<file path="src/rtl/hdd_phy_pkg.sv">
// Shared types and constants for the ST-506 PHY probe: FSM states, the
// noise/quality breakpoints and the quality grading function.
package hdd_phy_pkg;

    typedef enum logic [2:0] {
        ST_IDLE,
        ST_WAIT_INDEX,
        ST_SAMPLE,
        ST_ANALYZE,
        ST_DONE
    } state_t;

    localparam logic [7:0] QUAL_HIGH = 8'd255;
    localparam logic [7:0] QUAL_GOOD = 8'd200;
    localparam logic [7:0] QUAL_FAIR = 8'd128;
    localparam logic [7:0] QUAL_POOR = 8'd64;

    localparam logic [7:0] NOISE_BP_HIGH = 8'd20;
    localparam logic [7:0] NOISE_BP_GOOD = 8'd50;
    localparam logic [7:0] NOISE_BP_FAIR = 8'd100;
    localparam logic [7:0] NOISE_BP_SAT  = 8'd200;
    localparam logic [7:0] NOISE_SAT     = 8'd255;

    // A lane without signal grades 0 regardless of its noise figure.
    function automatic logic [7:0] quality_of(input logic present, input logic [7:0] noise);
        if (!present)                 return 8'd0;
        else if (noise < NOISE_BP_HIGH) return QUAL_HIGH;
        else if (noise < NOISE_BP_GOOD) return QUAL_GOOD;
        else if (noise < NOISE_BP_FAIR) return QUAL_FAIR;
        else                          return QUAL_POOR;
    endfunction

endpackage

</file>
<file path="src/rtl/hdd_phy_probe_lane.sv">
// One probe lane: SE and differential edge statistics gathered side by side,
// then a one-cycle analysis that picks the stronger path and grades it.
module hdd_phy_probe_lane
    import hdd_phy_pkg::*;
#(
    parameter int CNT_W       = 16,
    parameter int MIN_EDGES   = 1000,
    parameter int DIFF_MARGIN = 500,
    parameter int RAPID_LIMIT = 10
) (
    input  logic             clk,
    input  logic             reset,
    input  logic             i_clear,
    input  logic             i_sample_en,
    input  logic             i_analyze_en,
    input  logic             i_mask,
    input  logic             i_rd_se,
    input  logic             i_rd_p,
    input  logic             i_rd_n,
    output logic             o_is_diff,
    output logic             o_signal_present,
    output logic             o_termination_ok,
    output logic [CNT_W-1:0] o_edge_count,
    output logic [7:0]       o_noise_score,
    output logic [7:0]       o_signal_quality,
    output logic [CNT_W-1:0] o_min_pw,
    output logic [CNT_W-1:0] o_max_pw
);

    // Path 0 is single-ended, path 1 is the differential pair.
    logic [1:0]       w_smp;
    logic [1:0]       r_prev;
    logic [1:0]       r_seen;
    logic [CNT_W-1:0] r_edges [2];
    logic [CNT_W-1:0] r_ivl   [2];
    logic [CNT_W-1:0] r_min   [2];
    logic [CNT_W-1:0] r_max   [2];
    logic [7:0]       r_rapid [2];

    assign w_smp = {i_rd_p ^ i_rd_n, i_rd_se};

    // NOTE: these per-path arrays are plain flops, not RAM, so they take the reset like any register.
    always_ff @(posedge clk) begin
        if (reset) begin
            r_prev <= '0;
            r_seen <= '0;
            for (int p = 0; p < 2; p++) begin
                r_edges[p] <= '0;
                r_ivl[p]   <= '0;
                r_min[p]   <= '1;
                r_max[p]   <= '0;
                r_rapid[p] <= '0;
            end
        end else begin
            r_prev <= w_smp;
            for (int p = 0; p < 2; p++) begin
                if (i_clear) begin
                    r_seen[p]  <= 1'b0;
                    r_edges[p] <= '0;
                    r_ivl[p]   <= '0;
                    r_min[p]   <= '1;
                    r_max[p]   <= '0;
                    r_rapid[p] <= '0;
                end else if (i_sample_en) begin
                    if (w_smp[p] != r_prev[p]) begin
                        r_seen[p] <= 1'b1;
                        r_ivl[p]  <= '0;
                        if (r_edges[p] != '1) r_edges[p] <= r_edges[p] + 1'b1;
                        // The interval leading up to the first edge has no real start point.
                        if (r_seen[p]) begin
                            if (r_ivl[p] < r_min[p]) r_min[p] <= r_ivl[p];
                            if (r_ivl[p] > r_max[p]) r_max[p] <= r_ivl[p];
                            if (r_ivl[p] < CNT_W'(RAPID_LIMIT) && r_rapid[p] != 8'hFF)
                                r_rapid[p] <= r_rapid[p] + 8'd1;
                        end
                    end else if (r_ivl[p] != '1) begin
                        r_ivl[p] <= r_ivl[p] + 1'b1;
                    end
                end
            end
        end
    end

    logic [CNT_W:0]   w_se_plus_margin;
    logic             w_is_diff;
    logic             w_present;
    logic             w_two;
    logic [7:0]       w_noise;
    logic [CNT_W-1:0] w_min;
    logic [CNT_W-1:0] w_max;
    logic             w_term;

    // One extra bit keeps se_edges + margin from wrapping.
    assign w_se_plus_margin = {1'b0, r_edges[0]} + (CNT_W+1)'(DIFF_MARGIN);
    assign w_is_diff = {1'b0, r_edges[1]} > w_se_plus_margin;
    assign w_present = (r_edges[0] > CNT_W'(MIN_EDGES)) || (r_edges[1] > CNT_W'(MIN_EDGES));
    assign w_two     = r_edges[w_is_diff] >= CNT_W'(2);
    assign w_noise   = (r_rapid[w_is_diff] > NOISE_BP_SAT) ? NOISE_SAT : r_rapid[w_is_diff];
    assign w_min     = w_two ? r_min[w_is_diff] : '0;
    assign w_max     = w_two ? r_max[w_is_diff] : '0;
    assign w_term    = w_two && ((w_max - w_min) < (w_min >> 1));

    always_ff @(posedge clk) begin
        if (reset || (i_analyze_en && !i_mask)) begin
            o_is_diff        <= 1'b0;
            o_signal_present <= 1'b0;
            o_termination_ok <= 1'b0;
            o_edge_count     <= '0;
            o_noise_score    <= '0;
            o_signal_quality <= '0;
            o_min_pw         <= '0;
            o_max_pw         <= '0;
        end else if (i_analyze_en) begin
            o_is_diff        <= w_is_diff;
            o_signal_present <= w_present;
            o_termination_ok <= w_term;
            o_edge_count     <= r_edges[w_is_diff];
            o_noise_score    <= w_noise;
            o_signal_quality <= quality_of(w_present, w_noise);
            o_min_pw         <= w_min;
            o_max_pw         <= w_max;
        end
    end

endmodule

</file>
<file path="src/rtl/hdd_phy_probe_mc.sv">
// Multi-channel ST-506 PHY probe: index-synchronised sampling window shared
// by NUM_CH lanes, with abort and one-cycle result commit.
module hdd_phy_probe_mc
    import hdd_phy_pkg::*;
#(
    parameter int NUM_CH        = 2,
    parameter int CNT_W         = 16,
    parameter int WIN_W         = 24,
    parameter int WINDOW_CYCLES = 1_500_000,
    parameter int INDEX_TIMEOUT = 1_500_000,
    parameter int MIN_EDGES     = 1000,
    parameter int DIFF_MARGIN   = 500,
    parameter int RAPID_LIMIT   = 10
) (
    input  logic                    clk,
    input  logic                    reset,
    input  logic                    probe_start,
    input  logic                    probe_abort,
    input  logic [NUM_CH-1:0]       ch_mask,
    input  logic [NUM_CH-1:0]       read_data_se,
    input  logic [NUM_CH-1:0]       read_data_p,
    input  logic [NUM_CH-1:0]       read_data_n,
    input  logic                    index_pulse,
    output logic                    probe_busy,
    output logic                    probe_done,
    output logic                    probe_aborted,
    output logic                    index_seen,
    output logic [NUM_CH-1:0]       is_diff,
    output logic [NUM_CH-1:0]       signal_present,
    output logic [NUM_CH-1:0]       termination_ok,
    output logic [NUM_CH*CNT_W-1:0] edge_count,
    output logic [NUM_CH*8-1:0]     noise_score,
    output logic [NUM_CH*8-1:0]     signal_quality,
    output logic [NUM_CH*CNT_W-1:0] min_pw,
    output logic [NUM_CH*CNT_W-1:0] max_pw
);

    localparam logic [WIN_W-1:0] TIMEOUT_LAST = WIN_W'(INDEX_TIMEOUT - 1);
    localparam logic [WIN_W-1:0] WINDOW_LAST  = WIN_W'(WINDOW_CYCLES - 1);

    state_t             r_state;
    state_t             w_next;
    logic [WIN_W-1:0]   r_cnt;
    logic [NUM_CH-1:0]  r_mask;
    logic               r_index_prev;
    logic               r_index_hit;
    logic               r_aborted;
    logic               r_index_seen;
    logic               w_index_rise;
    logic               w_clear;
    logic               w_abort_hit;
    logic               w_sample_en;
    logic               w_analyze_en;

    // r_index_prev tracks the pin every cycle, so a level already high on entry is not an edge.
    assign w_index_rise = index_pulse & ~r_index_prev;

    // NOTE: every combinational output gets a default before the case, so no path leaves it unassigned (no latch).
    always_comb begin
        w_next      = r_state;
        w_clear     = 1'b0;
        w_abort_hit = 1'b0;
        unique case (r_state)
            ST_IDLE: begin
                if (probe_start && !probe_abort) begin
                    w_next  = ST_WAIT_INDEX;
                    w_clear = 1'b1;
                end
            end
            ST_WAIT_INDEX: begin
                if (probe_abort) begin
                    w_next      = ST_IDLE;
                    w_abort_hit = 1'b1;
                end else if (w_index_rise || r_cnt == TIMEOUT_LAST) begin
                    w_next = ST_SAMPLE;
                end
            end
            ST_SAMPLE: begin
                if (probe_abort) begin
                    w_next      = ST_IDLE;
                    w_abort_hit = 1'b1;
                end else if (r_cnt == WINDOW_LAST) begin
                    w_next = ST_ANALYZE;
                end
            end
            ST_ANALYZE: begin
                if (probe_abort) begin
                    w_next      = ST_IDLE;
                    w_abort_hit = 1'b1;
                end else begin
                    w_next = ST_DONE;
                end
            end
            ST_DONE:  w_next = ST_IDLE;
            default:  w_next = ST_IDLE;
        endcase
    end

    assign w_sample_en  = (r_state == ST_SAMPLE);
    assign w_analyze_en = (r_state == ST_ANALYZE) && !probe_abort;

    // NOTE: all state here is updated with <= so every register sees the pre-edge values of the others.
    always_ff @(posedge clk) begin
        if (reset) begin
            r_state      <= ST_IDLE;
            r_cnt        <= '0;
            r_mask       <= '0;
            r_index_prev <= 1'b0;
            r_index_hit  <= 1'b0;
            r_aborted    <= 1'b0;
            r_index_seen <= 1'b0;
        end else begin
            r_state      <= w_next;
            r_index_prev <= index_pulse;
            r_aborted    <= w_abort_hit;
            // The counter restarts on every state change, serving as timeout then window length.
            if (r_state == ST_IDLE || r_state != w_next) r_cnt <= '0;
            else                                         r_cnt <= r_cnt + 1'b1;
            if (w_clear) r_mask <= ch_mask;
            if (r_state == ST_WAIT_INDEX && w_next == ST_SAMPLE) r_index_hit <= w_index_rise;
            if (w_analyze_en) r_index_seen <= r_index_hit;
        end
    end

    assign probe_busy    = (r_state == ST_WAIT_INDEX) || (r_state == ST_SAMPLE) || (r_state == ST_ANALYZE);
    assign probe_done    = (r_state == ST_DONE);
    assign probe_aborted = r_aborted;
    assign index_seen    = r_index_seen;

    for (genvar c = 0; c < NUM_CH; c++) begin : g_lane
        hdd_phy_probe_lane #(
            .CNT_W       (CNT_W),
            .MIN_EDGES   (MIN_EDGES),
            .DIFF_MARGIN (DIFF_MARGIN),
            .RAPID_LIMIT (RAPID_LIMIT)
        ) u_lane (
            .clk              (clk),
            .reset            (reset),
            .i_clear          (w_clear),
            .i_sample_en      (w_sample_en),
            .i_analyze_en     (w_analyze_en),
            .i_mask           (r_mask[c]),
            .i_rd_se          (read_data_se[c]),
            .i_rd_p           (read_data_p[c]),
            .i_rd_n           (read_data_n[c]),
            .o_is_diff        (is_diff[c]),
            .o_signal_present (signal_present[c]),
            .o_termination_ok (termination_ok[c]),
            .o_edge_count     (edge_count[c*CNT_W +: CNT_W]),
            .o_noise_score    (noise_score[c*8 +: 8]),
            .o_signal_quality (signal_quality[c*8 +: 8]),
            .o_min_pw         (min_pw[c*CNT_W +: CNT_W]),
            .o_max_pw         (max_pw[c*CNT_W +: CNT_W])
        );
    end

endmodule

</file>
<file path="config.mk">
export PLATFORM = sky130hd
export DESIGN_NAME = hdd_phy_probe_mc
export DESIGN_NICKNAME = d
export VERILOG_FILES = /design/src/rtl/hdd_phy_pkg.sv /design/src/rtl/hdd_phy_probe_lane.sv /design/src/rtl/hdd_phy_probe_mc.sv
export SDC_FILE = /design/constraint.sdc
export NUM_CORES = 1
export LEC_CHECK = 0
export CORE_UTILIZATION = 55
export DETAILED_ROUTE_END_ITERATION = 10
export MAX_ROUTING_LAYER = met4
export PLACE_DENSITY = 0.77
export REMOVE_ABC_BUFFERS = 1
export SYNTH_ARGS = -nofsm -noshare
export SYNTH_HDL_FRONTEND = slang
export SYNTH_SLANG_ARGS = --single-unit
export TNS_END_PERCENT = 50
</file>
<file path="constraint.sdc">
create_clock -name clk -period 7.6 [get_ports clk]
set_input_delay 2.28 -clock clk [delete_from_list [all_inputs] [get_ports clk]]
set_output_delay 2.28 -clock clk [all_outputs]
set_load 0.005 [all_outputs]
</file>
### After elaboration in Yosys (flattened, before gate mapping)

Memories as Yosys holds them, arrays and structs flattened.
Cells that the tools add are included.

* ROM bits: 0
* bits of input ports: 13
* latch bits: 0
* memories: 10
* register bits after elaboration: 175
* memory bits (writable): 288
* output and inout bits: 138

Memory list
* g_lane[0].u_lane.r_edges: depth 2, bits a word 16, rd ports 3, clocked after Yosys merged registers in 0, write ports 2, RTL line hdd_phy_probe_lane.sv:34 `logic [CNT_W-1:0] r_edges [2];`
* g_lane[0].u_lane.r_ivl: depth 2, bits a word 16, rd ports 2, clocked after Yosys merged registers in 0, write ports 2, RTL line hdd_phy_probe_lane.sv:35 `logic [CNT_W-1:0] r_ivl [2];`
* g_lane[0].u_lane.r_max: depth 2, bits a word 16, rd ports 3, clocked after Yosys merged registers in 0, write ports 2, RTL line hdd_phy_probe_lane.sv:37 `logic [CNT_W-1:0] r_max [2];`
* g_lane[0].u_lane.r_min: depth 2, bits a word 16, rd ports 3, clocked after Yosys merged registers in 0, write ports 2, RTL line hdd_phy_probe_lane.sv:36 `logic [CNT_W-1:0] r_min [2];`
* g_lane[1].u_lane.r_edges: depth 2, bits a word 16, rd ports 3, clocked after Yosys merged registers in 0, write ports 2, RTL line hdd_phy_probe_lane.sv:34
* g_lane[1].u_lane.r_ivl: depth 2, bits a word 16, rd ports 2, clocked after Yosys merged registers in 0, write ports 2, RTL line hdd_phy_probe_lane.sv:35
* 4 more memories

* bitwise gates (word level): 49
* $add $sub $neg: 17
* multiply operators: 0
* magnitude comparators: 30
* multiplexer cells: 225
* div/mod/pow operators: 0
* shift operators: 0
* equality and inequality tests: 23
* reductions and logical operators: 31

Operators with widths (number)
* two-way mux 16 bit: 40
* two-way mux 1 bit: 160
* two-way mux 8 bit: 18
* adder 16 x 1 -> 16 bit, second input constant: 8
* inequality test 16 bit, second input constant: 8
* > comparator 16 x 10 -> 1 bit, second input constant: 4
* > comparator 16 bit: 4
* less-than comparator 16 bit: 4
* less-than comparator 16 x 4 -> 1 bit, second input constant: 4
* bitwise OR 1 bit: 44
* adder 16 x 9 -> 17 bit, second input constant: 2
* > comparator 16 x 17 -> 1 bit: 2
* adder 8 x 1 -> 8 bit, second input constant: 4
* greater-or-equal comparator 16 x 2 -> 1 bit, second input constant: 2
* less-than comparator 16 x 15 -> 1 bit: 2
* inequality test 8 bit, second input constant: 4
* subtractor 16 bit: 2
* adder 24 x 1 -> 24 bit, second input constant: 1
* == test 24 x 21 -> 1 bit, second input constant: 1
* two-way mux 3 bit: 6
* > comparator 8 bit, second input constant: 2
* less-than comparator 8 x 5 -> 1 bit, second input constant: 2
* less-than comparator 8 x 6 -> 1 bit, second input constant: 2
* less-than comparator 8 x 7 -> 1 bit, second input constant: 2
* 16 further kinds: 47

### Longest topological paths before layout

* word-level depth: 10
* gate-level depth with buffers: 39
* gate-level depth less buffers: 35

### Modules after synthesis

A second synthesis with hierarchy kept.

* cell total of the unflattened synthesis: 2979
* area, all modules: 28123.2 µm²

By module, submodules not included
* hdd_phy_probe_lane at g_lane[1].u_lane: seq. area each 5665.4 µm², cells each 1412, times used 1, area an instance 13321.5 µm²
* hdd_phy_probe_lane at g_lane[0].u_lane: seq. area each 5665.4 µm², cells each 1388, times used 1, area an instance 13236.4 µm²
* hdd_phy_probe_mc: seq. area each 660.6 µm², cells each 179, times used 1, area an instance 1565.3 µm²

### Worst setup path before layout

OpenSTA, ideal clock, no wires.

* kind: register -> register
* from: mem g_lane[0].u_lane.r_edges[0][6]
* to: reg g_lane[0].u_lane.o_termination_ok
* stages on the path, launching flop included: 38
* slack: 0.417 ns
* setup time: 0.062 ns
* arrival time: 7.121 ns
* buffers on the path: 4
* cells stage by stage: edfxtp_1 buf_6 or4_4 nor2_1 nand2_1 and3_1 xnor2_1 ha_1 a21oi_1 a21boi_1 a2111oi_0 nand3_1 nand2b_4 buf_6 clkbuf_1 clkbuf_1 nor2_1 a21oi_1 [... 2 more ...] a21o_1 a21oi_1 o21bai_1 a21oi_1 o21bai_1 a211oi_1 o21ai_0 a31o_2 a21oi_1 xnor2_1 ha_1 nand4_1 nor2_1 o21ai_0 o211ai_1 a31oi_1 or4b_1 nand3_1

RTL lines
* start, declared: RTL line hdd_phy_probe_lane.sv:34
* end signal, assigned: RTL line hdd_phy_probe_lane.sv:116 `o_termination_ok <= w_term;`
* end, declared: RTL line hdd_phy_probe_lane.sv:22 `output logic o_termination_ok,`

==> summary.txt <==
Worst R2R Setup Slack - 0.37 ns
Routed Antenna Nets - 0
CTS buffer count - 50
Setup crit start kind - flip-flop
Max clock buf depth - 3
total leakage power - 13.0 nW
Area contributors post-synth - edfxtp_1 32%, dfxtp_1 12%, ha_1 11%
mapped cell area - 27400 sq um
Area growth syn-to-layout - 14.1%
final period utilization - 95.1%
Async SR Flop Fraction - 0%
largest net degree at the start of global routing - 71
worst r2r path cells - 33
DR DRC count - 0
CTS tree - done
initial antenna violation count - 3
relative slew slack - 25.2%
layout cells sized above 1 - 5.60%
number of vias per cell - 5.81
Total Power - 0.00605 W
Site Rows - 81
total track usage - 28.6%
Worst-path clk slew - 0.06 ns
Port Buffers - 150
count of final setup violators - 0
Die X-Extent - 225 um
fin nets - 3298
pwr dens - 193 nW/um^2
post-synthesis cell type count - 78
sequential share of the synthesized area - 43.7%
worst min-delay path endpoint - g_lane[0].u_lane.r_seen[0]$_SDFFE_PP0P_
First-pass DRT Iterations - 5
CTS H-tree lvls - 2
Initial Util - 55.9%
WP data arrival - 7.76 ns
DRT Wirelength - 70800 um
Worst-Skew Late Latency - 0.61 ns
Slowest-stage cell, CP - or4_4
Synth Flop Type - edfxtp_1
worst stage delay on the critical path - 0.60 ns
Finished Layout Cells - 3756
Post-synth EDFFs - 288
Avg Inst Size Synth - 9.35 sq um
fmax - 138 MHz
CP Capture Type - flip-flop
Slew Limit Fails - 0
VDD IR max - 0.178 mV
largest area contributor in the netlist - edfxtp_1
GPL Wtd Cong - 0.944
grt ovf - 0
first-pass GRT wire length - 112000 um
post-route minimum period - 7.23 ns
critical path class - flip-flop to flip-flop
final hold violations - 0
# clock sinks - 455
Cells after DPL - 3654
status - completed
MaxCap Viol Count - 0
hold depth - 2
Layout fillers - 4094
worst r2r dst - g_lane[0].u_lane.o_termination_ok$_SDFFE_PP0P_
Crit Path Max Fanout - 31
First DRT Iteration DRCs - 1649
hold_sp - g_lane[0].u_lane.r_seen[0]$_SDFFE_PP0P_
worst min path class - flip-flop to flip-flop
synthesized flop and latch total - 455
Slew @ Worst Pin - 1.12 ns
DR vias - 21800
Die ar. - 50800 sq um
# IOs - 151
Syn Inst Count - 2936
root buf cell - clkbuf_16
Synthesis Warnings - 0
share of the synthesized area in the top cell type - 31.5%
Clock Skews - 0.0312 ns
vias in the first global route - 21100
Avg WL per Cell - 18.8 um
RR Startpoint - g_lane[0].u_lane.r_edges[0][4]$_SDFFCE_PN0P_
height of the die - 225 um
Core Area - 49100 sq um
dpl hpwl - 52100 um
Worst EP required - 8.13 ns
-- stage by stage --
step                hold slack, ns  TNS (ns)  setup slack, ns  util, %  cell area (sq um)
floorplan                    0.423    -0.707           -0.707        -              26800
global placement             0.430         0           0.0638     60.2              29500
detailed placement           0.433   -0.0301          -0.0301     60.2              29500
CTS                          0.443         0           0.0357     63.6              31200
global route                 0.484   -0.0158          -0.0158     63.8              31300
finish                       0.441         0            0.374     63.8              31300
-- timing repair --
action / CTS / global route
setup buffers: 0 / 6
hold buffers: 0 / 0
gates resized for setup: 3 / 19
endpoints found under the setup margin: 2 / 2
pin swaps: 0 / 5
-- power by group --
| part | internal [W] | total [W] | switching (W) |
|---|---|---|---|
| Combinational | 0.000319 | 0.000792 | 0.000472 |
| Sequential | 0.00270 | 0.00281 | 0.000108 |
| Clock | 0.00143 | 0.00246 | 0.00103 |
| Total | 0.00445 | 0.00605 | 0.00161 |
-- final cells by class --
type	count	area [sq um]	area share, %
diodes	2	5.00	0.0160
clock buffers	71	1440	4.61
clock inverters	23	209	0.667
inverters	178	668	2.13
multi-input cells	2163	14300	45.5
flip-flops and latches	455	12000	38.3
well taps	664	831	2.65
repair buffers	200	1900	6.08
-- synthesized netlist by cell type (9+ instances only) --
master,n
nor2_1,447
edfxtp_1,288
ha_1,235
nand2_1,202
a21oi_1,184
inv_1,178
dfxtp_1,167
xor2_1,121
nand3_1,117
clkbuf_1,97
xnor2_1,97
nand2b_1,93
o21ai_0,70
and2_1,69
mux2i_1,67
a21o_1,61
a211oi_1,48
nand4_1,45
and3_1,42
nor3_1,26
o21bai_1,24
a31oi_1,22
nor2b_1,22
nor4_1,22
buf_4,16
o21a_1,16
buf_2,14
or2_2,13
or3_1,13
buf_1,10
and4_1,9
-- critical path: cells and delay by family (launching register included) --
| kind | cells | cell delay (ns) |
|---|---|---|
| AO/OA/AOI/OAI | 13 | 2.26 |
| XOR/XNOR | 2 | 0.26 |
| adder cells (fa/ha/maj) | 3 | 0.89 |
| buffers and inverters | 1 | 0.23 |
| flip-flops | 1 | 0.40 |
| multiplexers | 1 | 0.31 |
| AND/OR/NAND/NOR | 13 | 2.80 |
-- registers in the layout, indices dropped and copies added, names as in the netlist, 2 cells and up --
name                            cells
g_lane.u_lane.r_rapid              32
g_lane.u_lane.o_signal_present      2
g_lane.u_lane.r_prev                4
g_lane.u_lane.r_ivl                64
r_state                             3
r_mask                              2
g_lane.u_lane.o_is_diff             2
g_lane.u_lane.r_edges              64
r_cnt                              24
g_lane.u_lane.o_signal_quality      8
g_lane.u_lane.o_noise_score        16
g_lane.u_lane.o_max_pw             32
g_lane.u_lane.o_termination_ok      2
g_lane.u_lane.r_max                64
g_lane.u_lane.r_seen                4
g_lane.u_lane.o_edge_count         32
g_lane.u_lane.r_min                64
g_lane.u_lane.o_min_pw             32
-- worst max path at each step --
stage                                                endpoint                                         start
2_1_floorplan  g_lane[1].u_lane.o_termination_ok$_SDFFE_PP0P_  g_lane[1].u_lane.r_edges[0][5]$_SDFFCE_PN0P_
3_3_place_gp   g_lane[0].u_lane.o_termination_ok$_SDFFE_PP0P_  g_lane[0].u_lane.r_edges[0][6]$_SDFFCE_PN0P_
3_5_place_dp   g_lane[0].u_lane.o_termination_ok$_SDFFE_PP0P_  g_lane[0].u_lane.r_edges[0][6]$_SDFFCE_PN0P_
4_1_cts        g_lane[0].u_lane.o_termination_ok$_SDFFE_PP0P_  g_lane[0].u_lane.r_edges[0][6]$_SDFFCE_PN0P_
5_1_grt        g_lane[0].u_lane.o_termination_ok$_SDFFE_PP0P_  g_lane[0].u_lane.r_edges[0][4]$_SDFFCE_PN0P_
6_report       g_lane[0].u_lane.o_termination_ok$_SDFFE_PP0P_  g_lane[0].u_lane.r_edges[0][4]$_SDFFCE_PN0P_
-- cells by family after synthesis --
kind of cell | after synthesis | share of synthesized area, %
mux | 70 | 2.58
compound gates | 494 | 11.4
fa+ha+maj | 237 | 10.9
simple gates | 1144 | 19.8
buf+inv | 318 | 4.69
xor+xnor | 218 | 6.96
flops | 455 | 43.7
-- layer usage --
| layer | wire (um) | vias up | global-route usage (%) |
|---|---|---|---|
| met5 | 0 | - | - |
| met4 | 2180 | 0 | 8.98 |
| met3 | 5080 | 148 | 5.41 |
| met2 | 32500 | 709 | 44.1 |
| met1 | 31000 | 10500 | 38.0 |
| li1 | - | 10500 | - |
-- cells in the final DEF (no fill, tap or decap), types with 16 or more instances in the layout --
cell,synthesis,layout
ha_1,235,235
dfxtp_1,167,167
mux2i_1,67,66
edfxtp_1,288,288
a21oi_1,184,181
nor4_1,22,20
xnor2_1,97,97
a211oi_1,48,47
nand3_1,117,116
nor2_1,447,445
inv_1,178,178
o21bai_1,24,24
nand4_1,45,45
and2_1,69,69
xor2_1,121,121
nand2b_1,93,93
a31oi_1,22,21
and3_1,42,41
clkdlybuf4s50_1,0,150
buf_4,16,46
nor3_1,26,24
o21a_1,16,16
o21ai_0,70,68
nor2b_1,22,22
clkbuf_16,0,53
a21o_1,61,61
nand2_1,202,202
Power figures use the tool's default switching activity.
